--- src/rtl/sd_arbiter.sv ---
// Two-client arbiter for the MiST I/O block's sector-level SD channel.
// Runs one sector transaction at a time (grant, request, transfer, done) with round-robin fairness.
module sd_arbiter #(
  parameter logic [23:0] TIMEOUT = 24'd10000000
) (
  input  logic        clk_sys,
  input  logic        reset_n,

  output logic [31:0] sd_lba,
  output logic        sd_rd,
  output logic        sd_wr,
  input  logic        sd_ack,
  input  logic        sd_buff_wr,
  output logic [7:0]  sd_buff_din,

  input  logic [31:0] c0_lba,
  input  logic        c0_rd,
  input  logic        c0_wr,
  output logic        c0_ack,
  output logic        c0_done,
  output logic        c0_err,
  output logic        c0_buff_wr,
  input  logic [7:0]  c0_buff_din,

  input  logic [31:0] c1_lba,
  input  logic        c1_rd,
  input  logic        c1_wr,
  output logic        c1_ack,
  output logic        c1_done,
  output logic        c1_err,
  output logic        c1_buff_wr,
  input  logic [7:0]  c1_buff_din
);

  localparam int CNT_W = $clog2(32'(TIMEOUT) + 32'd1);
  localparam logic [CNT_W-1:0] CNT_LAST = CNT_W'(32'(TIMEOUT) - 32'd1);

  typedef enum logic [1:0] {
    IDLE,
    REQ,
    XFER,
    DONE
  } state_t;

  state_t           state_q, state_d;
  logic             grant_q, grant_d;
  logic             ptr_q, ptr_d;
  logic [1:0]       rel_q, rel_d;
  logic [CNT_W-1:0] cnt_q, cnt_d;
  logic [31:0]      lba_q, lba_d;
  logic             rd_q, rd_d;
  logic             wr_q, wr_d;
  logic [1:0]       ack_q, ack_d;
  logic [1:0]       done_q, done_d;
  logic [1:0]       err_q, err_d;

  logic [1:0]       req;
  logic [1:0]       elig;
  logic             pick;
  logic             op_wr;
  logic             in_xfer;

  assign req  = {c1_rd | c1_wr, c0_rd | c0_wr};
  assign elig = rel_q & req;

  always_ff @(posedge clk_sys or negedge reset_n) begin
    if (!reset_n) begin
      state_q <= IDLE;
      grant_q <= 1'b0;
      ptr_q   <= 1'b0;
      rel_q   <= 2'b11;
      cnt_q   <= '0;
      lba_q   <= '0;
      rd_q    <= 1'b0;
      wr_q    <= 1'b0;
      ack_q   <= '0;
      done_q  <= '0;
      err_q   <= '0;
    end else begin
      state_q <= state_d;
      grant_q <= grant_d;
      ptr_q   <= ptr_d;
      rel_q   <= rel_d;
      cnt_q   <= cnt_d;
      lba_q   <= lba_d;
      rd_q    <= rd_d;
      wr_q    <= wr_d;
      ack_q   <= ack_d;
      done_q  <= done_d;
      err_q   <= err_d;
    end
  end

  always_comb begin
    state_d = state_q;
    grant_d = grant_q;
    ptr_d   = ptr_q;
    cnt_d   = cnt_q;
    lba_d   = lba_q;
    rd_d    = rd_q;
    wr_d    = wr_q;
    ack_d   = ack_q;
    done_d  = '0;
    err_d   = '0;
    pick    = 1'b0;
    op_wr   = 1'b0;

    case (state_q)
      IDLE: begin
        if (elig != 2'b00) begin
          // With both eligible the pointer decides; otherwise elig[1] names the lone requester.
          pick    = (elig == 2'b11) ? ptr_q : elig[1];
          op_wr   = pick ? c1_wr : c0_wr;
          grant_d = pick;
          lba_d   = pick ? c1_lba : c0_lba;
          wr_d    = op_wr;
          rd_d    = ~op_wr;
          cnt_d   = '0;
          state_d = REQ;
        end
      end

      REQ: begin
        if (sd_ack) begin
          rd_d           = 1'b0;
          wr_d           = 1'b0;
          ack_d[grant_q] = 1'b1;
          state_d        = XFER;
        end else if (cnt_q == CNT_LAST) begin
          rd_d            = 1'b0;
          wr_d            = 1'b0;
          done_d[grant_q] = 1'b1;
          err_d[grant_q]  = 1'b1;
          state_d         = DONE;
        end else if (cnt_q != '1) begin
          cnt_d = cnt_q + 1'b1;
        end
      end

      XFER: begin
        if (!sd_ack) begin
          ack_d           = '0;
          done_d[grant_q] = 1'b1;
          state_d         = DONE;
        end
      end

      DONE: begin
        ptr_d   = ~grant_q;
        state_d = IDLE;
      end

      default: state_d = IDLE;
    endcase
  end

  // A served client must drop its request before it becomes eligible again.
  always_comb begin
    rel_d = rel_q;
    if (state_q == DONE && !grant_q) rel_d[0] = 1'b0;
    if (state_q == DONE &&  grant_q) rel_d[1] = 1'b0;
    if (!req[0]) rel_d[0] = 1'b1;
    if (!req[1]) rel_d[1] = 1'b1;
  end

  assign in_xfer     = (state_q == XFER);
  assign c0_buff_wr  = in_xfer & ~grant_q & sd_buff_wr;
  assign c1_buff_wr  = in_xfer &  grant_q & sd_buff_wr;
  assign sd_buff_din = !in_xfer ? 8'h00 : (grant_q ? c1_buff_din : c0_buff_din);

  assign sd_lba  = lba_q;
  assign sd_rd   = rd_q;
  assign sd_wr   = wr_q;
  assign c0_ack  = ack_q[0];
  assign c1_ack  = ack_q[1];
  assign c0_done = done_q[0];
  assign c1_done = done_q[1];
  assign c0_err  = err_q[0];
  assign c1_err  = err_q[1];

endmodule

--- config.mk ---
export PLATFORM = sky130hd
export DESIGN_NAME = sd_arbiter
export DESIGN_NICKNAME = d
export VERILOG_FILES = /design/src/rtl/sd_arbiter.sv
export SDC_FILE = /design/constraint.sdc
export NUM_CORES = 1
export LEC_CHECK = 0
export CORE_ASPECT_RATIO = 1.25
export CORE_MARGIN = 2
export CORE_UTILIZATION = 45
export DETAILED_ROUTE_END_ITERATION = 6
export GPL_TIMING_DRIVEN = 0
export PLACE_DENSITY = 0.8
export RECOVER_POWER = 50
export SETUP_SLACK_MARGIN = 0.05
export SYNTH_ARGS = -nofsm -noshare
export SYNTH_HDL_FRONTEND = slang
export SYNTH_SLANG_ARGS = --single-unit
export TNS_END_PERCENT = 1
--- constraint.sdc ---
create_clock -name clk_sys -period 7 [get_ports clk_sys]
set_input_delay 1.05 -clock clk_sys [delete_from_list [all_inputs] [get_ports clk_sys]]
set_output_delay 1.05 -clock clk_sys [all_outputs]
set_load 0.1 [all_outputs]
=== Word level (Yosys, flattened, before mapping) ===
Index checks and enable logic that the tools add are counted.

* Bits in registers: 70
* Input port bits: 88
* Output and inout bits: 50
* Logic and storage cells: 88

* Add/subtract/negate cells: 1
* Magnitude comparators: 2
* Equality and inequality tests: 15
* Mux-type cells: 35
* Bitwise logic cells: 10
* Reduce and logical (&&, ||, !) cells: 13

{| class="wikitable"
|+ Operators by type and width
! operator !! count
|-
| two-way mux 24 bit || 4
|-
| one-hot mux 24 bit (2 select lines) || 1
|-
| two-way mux 32 bit || 1
|-
| adder 24 x 1 -> 24 bit, second input constant || 1
|-
| == test 24 bit, second input constant || 1
|-
| != test 24 bit, second input constant || 1
|-
| two-way mux 2 bit || 10
|-
| two-way mux 8 bit || 2
|-
| != test 2 bit, second input constant || 6
|-
| two-way mux 1 bit || 11
|-
| AND reduction 3 bit || 3
|-
| one-hot mux 2 bit (2 select lines) || 2
|-
| one-hot mux 2 bit (4 select lines) || 1
|-
| == test 2 bit, second input constant || 3
|-
| nonzero test 2 bit || 3
|-
| AND reduction 5 bit || 1
|-
| AND 1 bit || 4
|-
| != test 2 x 1 -> 1 bit, second input constant || 2
|-
| one-hot mux 1 bit (2 select lines) || 2
|-
| logical AND 1 bit || 3
|-
| != test 3 bit, second input constant || 1
|-
| AND 2 bit || 1
|-
| == test 2 x 1 -> 1 bit, second input constant || 1
|-
| logical NOT 2 bit || 1
|-
| other kinds (8) || 10
|}

=== Depth between registers and ports, before layout ===
* Depth in word-level cells: 8
* Gate-level depth with buffers: 8
* Depth with buffers taken out: 7

=== Worst setup path before layout ===
No wires, ideal clock.

* Path kind: input to output
* Start point: input port c1_buff_din[2]
* End point: output port sd_buff_din[2]
* Arrival time: 2.368 ns
* Data required time: 5.950 ns
* Path slack: 3.582 ns
* Cell stages on the path: 2
* Path buffers: 0
* Cells stage by stage: mux2i_1 > nor2_1

* Cells in the longest elaborated chain, start to end: 2

{| class="wikitable"
|+ Ends and longest elaborated chain
! item !! RTL line !! text
|-
| from (decl) || 32 || <nowiki>input logic [7:0] c1_buff_din</nowiki>
|-
| two-way mux 8 bit (2 in a row) || 169 || <nowiki>assign sd_buff_din = !in_xfer ? 8'h00 : (grant_q ? c1_buff_din : c0_buff_din);</nowiki>
|-
| to (decl) || 14 || <nowiki>output logic [7:0] sd_buff_din,</nowiki>
|}

No other way between the ends.

==> impl_metrics.ini <==
[status]
outcome = finished, violations left
failed_checks = capacitance limit, slew limit

[final_layout]
fill_count = 678
antenna_cells_inserted = 0
finish.net_count = 655
instances_no_fill = 663
layout-drive-gt1-share_pct = 4.770
fin_util_pct = 66.68
register_area_um2 = 1754
finish.instance_area_um2 = 5557
area_growth_syn_to_layout_pct = 42.71
multi_input_comb_area_um2 = 1968

[cts]
ctsResizeCount = 0
cts-htree-levels = 3
cts_hold_buf = 0
cts.reportedPaths.clkPinSlew_ps = 70
clk-insertion-delay-late_ps = 350
cts_setup_buffers = 0
cts_buffers = 9
cts_root_buffer = clkbuf_8
tritoncts = yes
clock_sink_count = 70
cts.path.max_buffers = 2

[synth]
synth_area_leaders = dfrtp_1, mux2i_1, a21oi_1
yosys.area.top_type_share_pct = 43.70
synth.lib_cells_used.distinct = 58
synth_seq_cells = 70
synth.largest_area_cell = dfrtp_1
synth_flop_cell = dfrtp_1
synth-edff-count = 0
synth.cell_area_um2 = 3894
synth-warning-count = 0
synth_cells = 413
avgSynthCellArea_um2 = 9.428
synth.net_count = 507
async_flop_share_pct = 100.0
seq_area_frac_synth_pct = 45.05

[sta]
finalWorstPathRequiredPeriod_ps = 3991
timing_max_transition_violations_final = 71
post-route-worst-setup-slack_ps = 3010
timing.max_slew.rel_slack_pct = -143.1
worst-slew-pin-transition_ps = 3647
setup_viol = 0
maxClockFrequency_ghz = 0.2506
layout_worst_path_cycle_share_pct = 57.01
final_hold_violation_count = 0
rsz0062_at_grt = no
whs_ps = 484.2
setup_total_negative_slack_ps = 0
fin_worst_skew_ps = 6.234

[worst_setup_path]
crit_path_max_fanout = 70
startpoint_type = primary input
critical_path.top_delay_family = buffers and inverters
critPathKind = in -> async
cp_cell_sequence = clkbuf_1
max_stage_delay_ps = 2540
cp.arrival_ps = 3610
critPathCaptureType = asynchronous set/reset pin
critical_path.slowest_cell = clkbuf_1
crit_required_ps = 6620
critPathBufInv = 1

[die]
dieArea_um2 = 9418
die_height_um = 108
die_w_um = 87.20
core_area_um2 = 8333
initial_core_util_pct = 46.73
pin_count = 138
std_cell_rows = 37

[grt]
globalRouteMet1Util_pct = 27.77
met3_usage_pct = 5.878
pin_count_of_the_biggest_net_entering_global_routing = 71
antenna_found_initial = 0
wire_length_of_the_first_global_routing_pass_um = 18150
grt.met2_usage_pct = 44.38
grt_ovf = 0
grt_pass1_vias = 3750
grt_usage_pct = 24.51
grt-busiest-layer = met2

[route]
drt-total-wl_um = 11570
dr.pass1.iters = 5
drt.antenna.violating_nets = 0
route.detailed.wl_per_inst_um = 17.45
drt_iter0_drc = 193
avgViaCountPerCell = 5.710
routed-via-count = 3786
drc = 0

[placement]
gp_congestion = 0.8996
place_inst = 647
placedInstanceArea_um2 = 5384
port-buffer-count = 137
dpl.hpwl_um = 8900
preCtsSetupSlack_ps = 3103

[power]
netSwitchingPower_mw = 1.686
internal_power_mw = 1.259
p_leak_nw = 2.307
pwr-share-seq_pct = 22.8
power_frac_comb_pct = 66.1
total_power_mw = 2.945
power.clock.fraction_pct = 11.2
power_per_cell_area_nw_per_um2 = 530.0
power_switching_share_pct = 57.25
worst_ir_drop_on_vdd_uv = 191.6

[min_path]
worstHoldPathType = reg -> reg

[flow_run]
max_cap_viol_count = 1
## power groups by stage
| stage | combinational, mW | sequential [mW] | clock [mW] |
|---|---|---|---|
| after CTS | 1.96 | 0.669 | 0.339 |
| after global placement | 1.92 | 0.665 | 0 |
| after global routing | 2.05 | 0.689 | 0.354 |
| final | 1.95 | 0.671 | 0.329 |
| after floorplan | 0.726 | 1.39 | 0 |
| after detailed placement | 1.96 | 0.676 | 0 |
## path summary, 6_finish.rpt
kind | from | to | slack [ps] | cells after the start
max in group clk_sys | grant_q | sd_buff_din[3] | 3020 | 5
hold reg to reg | rel_q[0] | rel_q[0] | 480 | 2
setup reg to reg | cnt_q[0] | state_q[1] | 4100 | 7
min in group asynchronous | reset_n | sd_lba[30] | 1950 | 1
setup / recovery | reset_n | cnt_q[4] | 3010 | 1
hold / removal | rel_q[0] | rel_q[0] | 480 | 2
## placed cells by master, fill, tap and decap left out, types with 6 or more instances in the layout
cell	instances
clkbuf_8	11
clkbuf_1	22
o21ai_0	11
nand2_1	37
clkdlybuf4s50_1	127
nor2_1	53
nand4_1	12
nor4_1	7
dfrtp_1	68
o211ai_1	6
and2_1	6
mux2i_1	41
dlygate4sd3_1	9
ha_1	6
a21oi_1	42
inv_1	7
nand3_1	13
## sequential cells by signal, indices dropped and copies added (netlist names)
| name | cells |
|---|---|
| state_q | 2 |
| rel_q | 2 |
| sd_wr | 1 |
| sd_lba | 32 |
| err_q | 2 |
| cnt_q | 24 |
| ptr_q | 1 |
| done_q | 2 |
| grant_q | 1 |
| sd_rd | 1 |
| ack_q | 2 |
## area by class of cell
class,instances,area share [%]
Buffer,26,2.094
Clock buffer,13,2.860
Clock inverter,3,0.7656
Inverter,8,0.5404
Multi-Input combinational cell,309,35.42
Sequential cell,70,31.57
Tap cell,97,2.184
Timing Repair Buffer,137,24.57
## Yosys cell counts (3+ instances only)
cell type,number
dfrtp_1,68
nor2_1,52
a21oi_1,42
mux2i_1,41
nand2_1,37
clkbuf_1,17
nand3_1,13
nand4_1,12
o21ai_0,9
and2_1,7
inv_1,7
nor4_1,7
ha_1,6
o211ai_1,6
a22oi_1,5
and3_1,5
o41ai_1,5
or4_1,5
buf_2,4
nand4b_1,4
o21ai_1,4
a31oi_1,3
and4_1,3
buf_4,3
nand2b_1,3
nand3b_1,3
o31ai_1,3
## routing by layer
| metal | wire length [um] | vias up |
|---|---|---|
| li1 | - | 1823 |
| met1 | 4553 | 1811 |
| met2 | 5998 | 132 |
| met3 | 772 | 20 |
| met4 | 247 | 0 |
| met5 | 0 | - |
## worst reg2reg max path, cell delays in order (launching register included)
cell and delay (ps):
dfrtp_1 460, ha_1 280, nand3_1 200, or4_1 550, clkbuf_1 210, nor2_1 480
o21ai_0 270, mux2_4 340
## kinds of logic after synthesis
kind of cell    share of synthesized area [%]
flops                                   45.05
simple gates                            21.69
compound gates                          16.52
mux                                     10.93
fa+ha+maj                               1.928
buf+inv                                 3.888
(Power assumes the default switching activity.)
